`src/rtl/keypad_pkg.sv`:
```
// Shared definitions for the 4x4 keypad emulator and its scanner benches.
// Key code = 4*row + col; column lines are active-low.
package keypad_pkg;

    typedef enum logic [4:0] {
        IDLE       = 5'b00001,
        BOUNCE_IN  = 5'b00010,
        HOLD       = 5'b00100,
        BOUNCE_OUT = 5'b01000,
        GAP        = 5'b10000
    } key_state_t;

    localparam logic [3:0]  COL_IDLE   = 4'b1111;
    localparam logic [15:0] LFSR_TAPS  = 16'hB400;
    localparam logic [15:0] LFSR_SEED  = 16'hACE1;

    function automatic logic [1:0] code_row(input logic [3:0] code);
        return code[3:2];
    endfunction

    function automatic logic [1:0] code_col(input logic [3:0] code);
        return code[1:0];
    endfunction

    // Right-shifting Galois form: feedback taps applied when bit 0 shifts out.
    function automatic logic [15:0] lfsr_next(input logic [15:0] s);
        return s[0] ? ((s >> 1) ^ LFSR_TAPS) : (s >> 1);
    endfunction

endpackage

```
`src/rtl/keypad_bounce_lfsr.sv`:
```
// 16-bit Galois LFSR used to generate contact bounce noise.
// NEXT_BIT is bit 0 of the value the register takes on the next STEP.
module keypad_bounce_lfsr
    import keypad_pkg::*;
(
    input  logic CLK,
    input  logic RST,
    input  logic STEP,
    output logic NEXT_BIT
);

    logic [15:0] lfsr_q;
    logic [15:0] lfsr_d;

    assign lfsr_d   = lfsr_next(lfsr_q);
    assign NEXT_BIT = lfsr_d[0];

    always_ff @(posedge CLK) begin
        if (RST) begin
            lfsr_q <= LFSR_SEED;
        end else if (STEP) begin
            lfsr_q <= lfsr_d;
        end
    end

endmodule

```
`src/rtl/keypad_matrix_emu.sv`:
```
// 4x4 key-matrix responder: plays the keypad side of a row-scan interface.
// Define KEYPAD_EMU_BOUNCE_EN to add LFSR-driven make/break bounce windows.
module keypad_matrix_emu
    import keypad_pkg::*;
#(
    parameter int unsigned HOLD_CYCLES   = 2_000_000,
    parameter int unsigned BOUNCE_CYCLES = 250_000,
    parameter int unsigned GAP_CYCLES    = 500_000,
    parameter int unsigned CNT_W         = 24
) (
    input  logic       CLK,
    input  logic       RST,
    input  logic       PRESS_VALID,
    input  logic [3:0] PRESS_CODE,
    output logic       PRESS_READY,
    input  logic [3:0] KEY_ROW,
    output logic [3:0] KEY_COL,
    output logic       BUSY,
    output logic       DONE
);

    localparam int unsigned      HOLD_N  = (HOLD_CYCLES == 0) ? 1 : HOLD_CYCLES;
    localparam int unsigned      GAP_N   = (GAP_CYCLES == 0) ? 1 : GAP_CYCLES;
    localparam logic [CNT_W-1:0] HOLD_LD = CNT_W'(HOLD_N - 1);
    localparam logic [CNT_W-1:0] GAP_LD  = CNT_W'(GAP_N - 1);
    localparam logic [CNT_W-1:0] CNT_ONE = CNT_W'(1);

    key_state_t       state;
    logic [3:0]       code_q;
    logic [CNT_W-1:0] cnt;
    logic             contact;
    logic             ready_q;
    logic             busy_q;
    logic             done_q;
    logic             accept;
    logic             cnt_zero;

    assign accept   = PRESS_VALID & ready_q;
    assign cnt_zero = (cnt == '0);

`ifdef KEYPAD_EMU_BOUNCE_EN
    localparam int unsigned      BOUNCE_N  = (BOUNCE_CYCLES == 0) ? 1 : BOUNCE_CYCLES;
    localparam logic [CNT_W-1:0] BOUNCE_LD = CNT_W'(BOUNCE_N - 1);

    logic lfsr_step;
    logic bounce_bit;

    // Step on exactly the edges that load a fresh noise bit into contact,
    // so each bounce cycle sees the LFSR value it was sampled from.
    assign lfsr_step = ((state == IDLE)       &&  accept)   ||
                       ((state == BOUNCE_IN)  && !cnt_zero) ||
                       ((state == HOLD)       &&  cnt_zero) ||
                       ((state == BOUNCE_OUT) && !cnt_zero);

    keypad_bounce_lfsr u_lfsr (
        .CLK      (CLK),
        .RST      (RST),
        .STEP     (lfsr_step),
        .NEXT_BIT (bounce_bit)
    );
`endif

    always_ff @(posedge CLK) begin
        if (RST) begin
            state   <= IDLE;
            code_q  <= '0;
            cnt     <= '0;
            contact <= 1'b0;
            ready_q <= 1'b1;
            busy_q  <= 1'b0;
            done_q  <= 1'b0;
        end else begin
            done_q <= 1'b0;
            unique case (state)
                IDLE: begin
                    if (accept) begin
                        code_q  <= PRESS_CODE;
                        ready_q <= 1'b0;
                        busy_q  <= 1'b1;
`ifdef KEYPAD_EMU_BOUNCE_EN
                        state   <= BOUNCE_IN;
                        cnt     <= BOUNCE_LD;
                        contact <= (BOUNCE_LD == '0) ? 1'b1 : bounce_bit;
`else
                        state   <= HOLD;
                        cnt     <= HOLD_LD;
                        contact <= 1'b1;
`endif
                    end
                end
`ifdef KEYPAD_EMU_BOUNCE_EN
                BOUNCE_IN: begin
                    if (cnt_zero) begin
                        state   <= HOLD;
                        cnt     <= HOLD_LD;
                        contact <= 1'b1;
                    end else begin
                        cnt     <= cnt - CNT_ONE;
                        contact <= (cnt == CNT_ONE) ? 1'b1 : bounce_bit;
                    end
                end
`endif
                HOLD: begin
                    if (cnt_zero) begin
`ifdef KEYPAD_EMU_BOUNCE_EN
                        state   <= BOUNCE_OUT;
                        cnt     <= BOUNCE_LD;
                        contact <= (BOUNCE_LD == '0) ? 1'b0 : bounce_bit;
`else
                        state   <= GAP;
                        cnt     <= GAP_LD;
                        contact <= 1'b0;
`endif
                    end else begin
                        cnt <= cnt - CNT_ONE;
                    end
                end
`ifdef KEYPAD_EMU_BOUNCE_EN
                BOUNCE_OUT: begin
                    if (cnt_zero) begin
                        state   <= GAP;
                        cnt     <= GAP_LD;
                        contact <= 1'b0;
                    end else begin
                        cnt     <= cnt - CNT_ONE;
                        contact <= (cnt == CNT_ONE) ? 1'b0 : bounce_bit;
                    end
                end
`endif
                GAP: begin
                    if (cnt_zero) begin
                        state   <= IDLE;
                        ready_q <= 1'b1;
                        busy_q  <= 1'b0;
                        done_q  <= 1'b1;
                    end else begin
                        cnt <= cnt - CNT_ONE;
                    end
                end
                default: begin
                    state   <= IDLE;
                    contact <= 1'b0;
                    ready_q <= 1'b1;
                    busy_q  <= 1'b0;
                end
            endcase
        end
    end

    // Zero-cycle path: only the pressed key's own row line is examined.
    always_comb begin
        KEY_COL = COL_IDLE;
        if (contact && !KEY_ROW[code_row(code_q)]) begin
            KEY_COL[code_col(code_q)] = 1'b0;
        end
    end

    assign PRESS_READY = ready_q;
    assign BUSY        = busy_q;
    assign DONE        = done_q;

endmodule
```
`config.mk`:
```
export PLATFORM = sky130hd
export DESIGN_NAME = keypad_matrix_emu
export DESIGN_NICKNAME = d
export VERILOG_FILES = /design/src/rtl/keypad_pkg.sv /design/src/rtl/keypad_bounce_lfsr.sv /design/src/rtl/keypad_matrix_emu.sv
export SDC_FILE = /design/constraint.sdc
export NUM_CORES = 1
export LEC_CHECK = 0
export BUFFER_PORTS_ARGS = -buffer_cell sky130_fd_sc_hd__clkbuf_2
export CORE_MARGIN = 2
export CORE_UTILIZATION = 43
export CTS_CLUSTER_SIZE = 24
export DETAILED_ROUTE_END_ITERATION = 6
export PLACE_DENSITY = 0.64
export SYNTH_ARGS = -nofsm -noshare
export SYNTH_HDL_FRONTEND = slang
export SYNTH_SLANG_ARGS = --single-unit
```
`constraint.sdc`:
```
create_clock -name CLK -period 2.86 [get_ports CLK]
set_input_delay 0.143 -clock CLK [delete_from_list [all_inputs] [get_ports CLK]]
set_output_delay 0.143 -clock CLK [all_outputs]
set_load 0.05 [all_outputs]
```
### Word level (Yosys, flattened, before mapping)

Index checks and enable logic that the tools add are counted.

| storage, ports and cells | value |
|---|---|
| register bits after elaboration | 37 |
| latch bits | 0 |
| RAM bits | 0 |
| memory bits (read-only) | 0 |
| logic and storage cells | 54 |
| memories | 0 |

| cells by class | value |
|---|---|
| add/sub/neg operators | 1 |
| $mul | 0 |
| div/mod/pow operators | 0 |
| $lt $le $gt $ge | 3 |
| equal/unequal tests | 7 |
| shift operators | 0 |
| muxes and demuxes | 21 |
| bitwise operators | 4 |
| reduce and logical (&&, ||, !) cells | 11 |

Operators with widths:

| operator | count |
|---|---|
| 2-to-1 mux 24 bit | 3 |
| case mux 24 bit (3 select lines) | 1 |
| zero test 24 bit | 1 |
| subtractor 24 x 1 -> 24 bit (second input constant) | 1 |
| 2-to-1 mux 5 bit | 3 |
| case mux 5 bit (3 select lines) | 1 |
| AND reduction 3 bit | 4 |
| case mux 1 bit (3 select lines) | 3 |
| != test 2 bit (second input constant) | 4 |
| 2-to-1 mux 1 bit | 7 |
| less-than comparator 2 x 3 -> 1 bit (second input constant) | 2 |
| equality test 5 x 1 -> 1 bit (second input constant) | 1 |
| equality test 5 x 3 -> 1 bit (second input constant) | 1 |
| equality test 5 bit (second input constant) | 1 |
| 2-to-1 mux 4 bit | 1 |
| inverter 4 bit | 1 |
| nonzero test 3 bit | 1 |
| binary-select mux 1 bit (select 2 bit) | 1 |
| demux 1 bit (select 2 bit) | 1 |
| greater-or-equal comparator 2 x 1 -> 1 bit (second input constant) | 1 |
| logical AND 1 bit | 2 |
| inverter 1 bit | 2 |
| AND reduction 2 bit | 1 |
| OR reduction 2 bit | 1 |
| 2 further kinds | 2 |

### Longest topological paths before layout

Gate-level depths: netlist of run 1.

| logic depth | value |
|---|---|
| depth after elaboration | 6 |
| mapped depth | 10 |
| mapped depth without buffers | 8 |

### Worst setup path before layout of run 1

No wires, ideal clock.

| timing path | value |
|---|---|
| kind | reg-to-reg |
| start | register ready_q (netlist: PRESS_READY) |
| end | register cnt[22] |
| library setup time | 0.070 ns |
| arrival | 2.029 ns |
| data required time | 2.790 ns |
| slack | 0.761 ns |
| stages on the path, launching flop included | 7 |
| clock period less this slack | 2.099 ns |
| cell sequence | dfxtp_1 nand4b_1 a21oi_1 a21oi_1 buf_4 or4_1 a21oi_1 |

| on the way | value |
|---|---|
| cells in the longest elaborated chain, start to end | 3 |

Ends and longest elaborated chain:

| what | RTL line | text |
|---|---|---|
| start, declared | keypad_matrix_emu.sv:32 | `logic ready_q;` |
| start signal, assigned | keypad_matrix_emu.sv:69 | `ready_q <= 1'b1;` |
| start signal, assigned | keypad_matrix_emu.sv:78 | `ready_q <= 1'b0;` |
| start signal, assigned | keypad_matrix_emu.sv:133 | `ready_q <= 1'b1;` |
| AND 1 bit | keypad_matrix_emu.sv:38 | `assign accept = PRESS_VALID & ready_q;` |
| != test 2 bit (no line) | n/a |  |
| AND reduction 3 bit (no line) | n/a |  |
| end signal, assigned | keypad_matrix_emu.sv:115 | `cnt <= cnt - CNT_ONE;` |
| end signal, assigned | keypad_matrix_emu.sv:137 | `cnt <= cnt - CNT_ONE;` |
| end, declared | keypad_matrix_emu.sv:30 | `logic [CNT_W-1:0] cnt;` |

Every way passes these cells.
A chain may end at the register's enable or synchronous reset.

### Worst setup path in the final report of run 1

| timing path | value |
|---|---|
| start | register cnt[0] |
| end | register cnt[3] |

| on the way | value |
|---|---|
| cells in the longest elaborated chain, start to end | 3 |
| elaborated cells on any way between the ends | 7 |

Ends and longest elaborated chain:

| what | RTL line | text |
|---|---|---|
| subtractor 24 x 1 -> 24 bit or zero test 24 bit (tied branches) | keypad_matrix_emu.sv:115, keypad_matrix_emu.sv:137, keypad_matrix_emu.sv:39 |  |
| 2-to-1 mux 24 bit, or another cell as far along | keypad_matrix_emu.sv:131 | `if (cnt_zero) begin` |
| case mux 24 bit (3 select lines) or AND reduction 3 bit (tied branches) | n/a |  |

Several ways; a longest one is shown, not always the timed one. The select of a mux whose other input is x is not followed.

==> results of run 1 <==
[logic make-up (layout without fill, tap and decap cells)]
logic type               Yosys count  count (layout)  synth area share
multiplexers                       5               5            0.0317
AND/OR/NAND/NOR                  116             116             0.345
adder cells (fa/ha/maj)            2               2            0.0127
buffers and inverters             16              35            0.0393
AO/OA/AOI/OAI                     65              65             0.212
flip-flops                        35              35             0.355
XOR/XNOR                           1               1           0.00443
[routing by layer]
| metal | global-route usage | vias to the layer above |
|---|---|---|
| met5 | 0 | - |
| met4 | 0.0818 | 0 |
| met3 | 0.0366 | 10 |
| met2 | 0.308 | 52 |
| met1 | 0.286 | 870 |
| li1 | - | 942 |
[cells in the final DEF (no fill, tap or decap), types with 3 or more instances in the layout]
| cell | count |
|---|---|
| nor4_1 | 4 |
| nand3_1 | 5 |
| a211oi_1 | 7 |
| a21oi_1 | 22 |
| nor2_1 | 32 |
| o21ai_0 | 4 |
| inv_1 | 5 |
| a31oi_1 | 5 |
| clkbuf_8 | 5 |
| mux2i_1 | 4 |
| nand2_1 | 11 |
| nor2b_1 | 6 |
| buf_4 | 5 |
| o31ai_1 | 5 |
| clkbuf_2 | 17 |
| o21ai_1 | 3 |
| or4_1 | 6 |
| nor3_1 | 8 |
| nand2b_1 | 7 |
| nand3b_1 | 4 |
| nand4_1 | 3 |
| dfxtp_1 | 35 |
| a21o_1 | 5 |
| and2_1 | 3 |
| and4_1 | 3 |
| or3_1 | 8 |
| o41ai_1 | 4 |
| a221oi_1 | 3 |
[flip-flops by register name, summed over array words and instances (netlist names)]
| name | count |
|---|---|
| BUSY | 1 |
| state | 3 |
| contact | 1 |
| code_q | 4 |
| cnt | 24 |
| DONE | 1 |
| PRESS_READY | 1 |
[how the worst min path moves through the flow]
stage	cells past startpoint	startpoint	slack, ns	to
4_1_cts	3	PRESS_CODE[3]	0.07	code_q[3]
2_1_floorplan	2	PRESS_CODE[0]	0.29	code_q[0]
3_3_place_gp	3	PRESS_CODE[1]	0.38	code_q[1]
3_5_place_dp	3	PRESS_CODE[1]	0.38	code_q[1]
5_1_grt	3	PRESS_CODE[2]	0.1	code_q[2]
6_report	3	PRESS_CODE[1]	0.07	code_q[1]
[power by group through the flow]
stage	combinational [W]	sequential, W	clock (W)
3_5_place_dp	0.000398	0.000597	0
3_3_place_gp	0.000397	0.000595	0
6_report	0.000402	0.000587	0.000457
5_1_grt	0.000448	0.000595	0.000488
4_1_cts	0.000400	0.000586	0.000468
2_1_floorplan	0.000301	0.000594	0
[final cells by class]
type | instances | area (um2)
Clock buffer | 5 | 68.8
Clock inverter | 3 | 43.8
Fill cell | 427 | 2160
Inverter | 5 | 18.8
Multi-Input combinational cell | 189 | 1200
Sequential cell | 35 | 701
Tap cell | 52 | 65.1
Timing Repair Buffer | 22 | 123
[stage by stage]
step	hold WS, ns	cells
floorplan	0.290	240
global placement	0.378	303
detailed placement	0.385	303
CTS	0.0743	311
global route	0.0957	311
finish	0.0739	311
[critical path: cells and delay by family (launching register included)]
kind	cells	cell delay [ns]
and+or+nand+nor	4	1.08
DFF	1	0.40
AOI/OAI and AO/OA	2	0.23
adders and majority gates	1	0.22
buffers and inverters	2	0.31
==> key figures, run 1 <==
Synthesis
  • Async set-or-reset flop fraction in the synthesized netlist: 0
  • Post-synth top area cell: dfxtp_1
  • Total of warnings raised by yosys: 0
  • Synth Flop Type: dfxtp_1
  • Mapped cell area: 0.00198 mm2
  • Synth top cells by count: 35 x dfxtp_1, 32 x nor2_1, 23 x a21oi_1, 11 x nand2_1
  • Distinct cell type count after synthesis: 50
  • Most numerous cell in the Yosys netlist: dfxtp_1
  • Cells after Synth: 240
  • #FFs+latches synth: 35
  • Syn_area_per_cell: 8.23 um2
  • Area share of the largest cell type after synthesis: 0.355
  • Top cells by area, synth: dfxtp_1 35%, nor2_1 6.1%, a21oi_1 5.8%
  • Syn_nets: 253
  • Register area share after synthesis: 0.355
  • Number of synthesized flops with an enable pin: 0

Critical path
  • FF-to-FF setup slack: 0.54 ns
  • Max incr delay on CP: 0.62 ns
  • Worst setup startpoint: cnt[0]
  • Worst setup SP type: flop
  • Critical R2R Capture: cnt[3]
  • Reg2Reg Depth: 9
  • CP required: 3.08 ns
  • WS Path Type: reg2reg
  • Worst Setup EP: cnt[3]
  • Maximum fanout along the worst path: 29
  • Reg2reg start: cnt[0]
  • WP data arrival: 2.54 ns
  • Critical path's slowest cell: or4b_2
  • Critical Path End Type: flop
  • Ordered cell list for the critical path: inv_1 -> ha_1 -> nor2b_1 -> and2_1 -> nand3_2 -> a21oi_2 -> buf_4 -> or4b_2 -> a31oi_1

Finish
  • Layout cells sized above 1: 0.166
  • Final Cell Area: 0.00222 mm2
  • Synthesis-to-layout area growth: 12.4%
  • Antenna cells: 0
  • Final core utilization: 0.507
  • Nets: 271

Placed design
  • Routability Congestion: 0.913
  • Cell Area, Placed: 0.00211 mm2
  • Worst slack, placed: 0.557 ns
  • DPL Wire Length: 3.38 mm
  • Port buffer count: 17

GRT
  • GRT Residual Overflow: 0
  • Vias in the first global route: 1688
  • First-pass GRT wire length: 8.21 mm
  • Initial antenna violation count: 0
  • Total GRT Usage: 0.203
  • Largest net degree at the start of global routing: 30

Clock tree
  • Clock slew seen by the registers of the worst setup and hold paths: 0.08 ns
  • CTS Hold Bufs: 0
  • Post-cts gate resize count: 0
  • H-tree Lvls: 2
  • CTS Sinks: 35
  • Num CTS Buffers: 5
  • Root buf cell: clkbuf_8
  • TritonCTS clock tree: done
  • CTS max path bufs: 2
  • Setup bufs post-CTS: 0
  • Later-pin clock latency in the skew report: 0.30 ns

Power and ir drop
  • Switching power: 0.000498 W
  • Internal power component: 0.000948 W
  • PwrDens: 651 mW/mm2
  • Leakage: 0.817 nW
  • Comb pwr share: 0.278
  • Clk pwr share: 0.316
  • Max IR drop VDD: 261 uV
  • Switching Fraction: 0.344
  • Total power: 0.00145 W
  • Reg power frac: 0.406

Run status
  • Status: completed

Timing
  • Worst setup margin: 0.539 ns
  • Final-report max-slew violation count: 0
  • Worst slew margin: 0.534
  • Worst Skew: 0.0117 ns
  • Crit share post-route: 0.812
  • Worst-Margin Slew: 0.692 ns
  • Final setup violation count: 0
  • Tmin final: 2.32 ns
  • Final number of hold-violating endpoints: 0
  • Max frequency: 0.431 GHz
  • RSZ-0062 raised after global routing: false
  • Fin Setup TNS: 0 ns

Route
  • Via count: 1874
  • Pre-antenna DRT Iters: 4
  • M1 wire length: 2.26 mm
  • Met2 routed WL: 2.19 mm
  • DR WL met3: 314 um
  • Highest metal used: met4
  • DR iter-0 viols: 195
  • Routed wire length: 4.87 mm
  • Drt drc: 0
  • Via-to-Cell Ratio: 6.03
  • Post-route antenna net violation count: 0
  • Routed WL per cell: 15.6 um

Die
  • Die H: 71.8 um
  • IO Pins: 18
  • Placeable Area: 0.00438 mm2
  • Die Footprint: 0.00515 mm2
  • Die width: 71.8 um
  • Initial core utilization: 0.451
  • Site row count: 24

Flow run
  • Maxcap violations: 0

Worst hold path
  • Tightest Hold Check Type: in2reg
Power figures use the tool's default switching activity.
==> inputs of run 2 (changes only) <==
--- a/config.mk
+++ b/config.mk
@@ -5,12 +5,13 @@
 export SDC_FILE = /design/constraint.sdc
 export NUM_CORES = 1
 export LEC_CHECK = 0
+export ABC_AREA = 1
 export BUFFER_PORTS_ARGS = -buffer_cell sky130_fd_sc_hd__clkbuf_2
 export CORE_MARGIN = 2
 export CORE_UTILIZATION = 43
 export CTS_CLUSTER_SIZE = 24
 export DETAILED_ROUTE_END_ITERATION = 6
-export PLACE_DENSITY = 0.64
+export PLACE_DENSITY = 0.66
 export SYNTH_ARGS = -nofsm -noshare
 export SYNTH_HDL_FRONTEND = slang
 export SYNTH_SLANG_ARGS = --single-unit
==> constraint.sdc (replaced) <==
create_clock -name CLK -period 1.95 [get_ports CLK]
set_input_delay 0.0975 -clock CLK [delete_from_list [all_inputs] [get_ports CLK]]
set_output_delay 0.0975 -clock CLK [all_outputs]
set_load 0.05 [all_outputs]
==> key figures, run 2 <==
Die
  • Placeable Area: 0.00479 mm2
  • Site row count: 25
  • Die Footprint: 0.00558 mm2
  • IO Pins: 18
  • Initial core utilization: 0.449
  • Die width: 74.7 um
  • Die H: 74.7 um

Critical path
  • WS Path Type: reg2out
  • Worst setup SP type: flop
  • Crit-path most repeated cell: nor2_1
  • Critical path's slowest cell: o311ai_0
  • WP data arrival: 1.70 ns
  • Maximum fanout along the worst path: 3
  • CP Buf/Inv Count: 2
  • Critical Path End Type: output port
  • Max incr delay on CP: 0.47 ns
  • CP delay by family, top: compound AO/OA/AOI/OAI gates
  • CP required: 1.85 ns
  • Ordered cell list for the critical path: inv_1 -> nor2_1 -> o311ai_0 -> nor2_1 -> nand2_1 -> clkbuf_2

Route
  • Via count: 2017
  • Drt drc: 0
  • Post-route antenna net violation count: 0
  • Via-to-Cell Ratio: 4.98
  • DR iter-0 viols: 106
  • Routed wire length: 4.96 mm
  • Pre-antenna DRT Iters: 4
  • Routed WL per cell: 12.3 um

Synthesis
  • Distinct cell type count after synthesis: 35
  • #FFs+latches synth: 35
  • Most numerous cell in the Yosys netlist: nand2_1
  • XOR/XNOR share of the synthesized area: 0.0204
  • Number of synthesized flops with an enable pin: 0
  • Top cells by area, synth: dfxtp_1 33%, nand2_1 11%, nor2_1 7.9%
  • Multiplexer area fraction after synthesis: 0
  • Simple-gate share of the synthesized area: 0.443
  • Synth Area in Compound Gates: 0.102
  • Syn_nets: 327
  • Syn_area_per_cell: 6.84 um2
  • Cells after Synth: 314
  • Async set-or-reset flop fraction in the synthesized netlist: 0
  • Mapped cell area: 0.00215 mm2
  • Area share of the largest cell type after synthesis: 0.326
  • Register area share after synthesis: 0.326
  • Post-synthesis adder-cell area fraction: 0.0116
  • Largest family of logic cells by synthesized area: simple AND/OR/NAND/NOR gates
  • Post-synth top area cell: dfxtp_1
  • Synth Flop Type: dfxtp_1
  • Synth top cells by count: 62 x nand2_1, 45 x nor2_1, 40 x inv_1, 35 x dfxtp_1, 29 x nand3_1
  • Total of warnings raised by yosys: 0

Clock tree
  • CTS Hold Bufs: 0
  • Clock slew seen by the registers of the worst setup and hold paths: 0.07 ns
  • Setup bufs post-CTS: 0
  • CTS max path bufs: 2
  • Post-cts gate resize count: 0
  • Later-pin clock latency in the skew report: 0.29 ns
  • Num CTS Buffers: 5
  • H-tree Lvls: 2
  • Root buf cell: clkbuf_8
  • TritonCTS clock tree: done
  • CTS Sinks: 35

Timing
  • Fin Setup TNS: 0 ns
  • Crit share post-route: 0.924
  • Worst Skew: 0.00503 ns
  • Final number of hold-violating endpoints: 0
  • Worst-Margin Slew: 0.627 ns
  • Worst slew margin: 0.581
  • RSZ-0062 raised after global routing: false
  • Tmin final: 1.80 ns
  • Final-report max-slew violation count: 0
  • Final setup violation count: 0
  • Worst setup margin: 0.149 ns
  • Max frequency: 0.555 GHz

Placed design
  • DPL Wire Length: 3.88 mm
  • Worst slack, placed: 0.199 ns
  • Routability Congestion: 0.961
  • Port buffer count: 17

GRT
  • Vias in the first global route: 1876
  • Total GRT Usage: 0.200
  • Initial antenna violation count: 0
  • Largest net degree at the start of global routing: 21
  • First-pass GRT wire length: 8.60 mm
  • GRT Residual Overflow: 0

Finish
  • Antenna cells: 0
  • Synthesis-to-layout area growth: 12.3%
  • Commonest non-fill, non-tap cell in the layout: nand2_1
  • Layout cells sized above 1: 0.201
  • Top reg by flops: cnt
  • Nets: 351
  • Final core utilization: 0.504
  • Commonest cells after routing, fill and taps aside: 62 x nand2_1, 45 x nor2_1, 40 x inv_1
  • Largest register FFs: 24
  • Largest regs: cnt x24, code_q x4, state x3

Power and ir drop
  • Max IR drop VDD: 479 uV
  • Clk pwr share: 0.241
  • Switching power: 0.000870 W
  • Comb pwr share: 0.359
  • Switching Fraction: 0.394
  • Reg power frac: 0.399
  • Total power: 0.00221 W
  • Internal power component: 0.00134 W
  • Leakage: 1.14 nW
  • PwrDens: 916 mW/mm2

Worst hold path
  • Tightest Hold Check Type: in2reg

Run status
  • Status: completed

Flow run
  • Maxcap violations: 0
==> run 2: changes by cell type after synthesis, sizes merged, moves of 7 or more <==
cell and change:
or3 -8, nor2 +28, nand2b -7, inv +38, nand2 +58, a21oi -7
nand4 +11, nand3 +24, or4 -7, a211oi -7, o21ai +12
==> run 2: final timing paths <==
| check | to | depth (start not counted) | from | slack (ns) |
|---|---|---|---|---|
| max | KEY_COL[0] | 6 | code_q[2] | 0.15 |
| min | code_q[3] | 3 | PRESS_CODE[3] | 0.07 |
| max reg2reg | cnt[23] | 9 | state[0] | 0.23 |
| min reg2reg | BUSY | 2 | BUSY | 0.47 |
==> run 2: metrics by stage <==
stage | hold WS [ns] | area (um2) | std cells
4_1_cts | 0.0619 | 2410 | 405
3_3_place_gp | 0.375 | 2320 | 398
6_report | 0.0674 | 2410 | 405
5_1_grt | 0.0796 | 2410 | 405
2_1_floorplan | 0.262 | 2150 | 314
3_5_place_dp | 0.368 | 2320 | 398
==> run 2: metal layers <==
| metal | wire (um) | share of wire | track usage |
|---|---|---|---|
| met1 | 2430 | 0.49 | 0.270 |
| met2 | 2350 | 0.47 | 0.324 |
| met3 | 139 | 0.028 | 0.0402 |
| met4 | 38 | 0.0077 | 0.0595 |
| met5 | 0 | 0 | 0 |
==> run 2: cell families after synthesis <==
kind of cell | Yosys count
xor+xnor | 5
simple gates | 183
compound gates | 40
flops | 35
fa+ha+maj | 2
buf+inv | 49
==> run 2: worst reg2reg max path: cells and delay by family, from the launching register on <==
kind,cells,cell delay [ns]
buf+inv,1,0.09
compound gates,1,0.09
flops,1,0.44
simple gates,7,1.02
==> run 2: layout make-up <==
class | instances | area, um2
tap | 67 | 83.8
sequential | 35 | 701
clock inverter | 1 | 5.00
inverter | 43 | 166
timing repair buffer | 23 | 130
fill | 481 | 2370
clock buffer | 6 | 82.6
multi-input combinational | 230 | 1240
==> run 2: power groups by stage <==
| stage | sequential (W) | clock (W) | combinational (W) |
|---|---|---|---|
| after floorplan | 0.000900 | 0 | 0.000628 |
| after global placement | 0.000895 | 0 | 0.000773 |
| after detailed placement | 0.000897 | 0 | 0.000785 |
| after CTS | 0.000881 | 0.000550 | 0.000790 |
| after global routing | 0.000894 | 0.000566 | 0.000904 |
| final | 0.000883 | 0.000534 | 0.000793 |
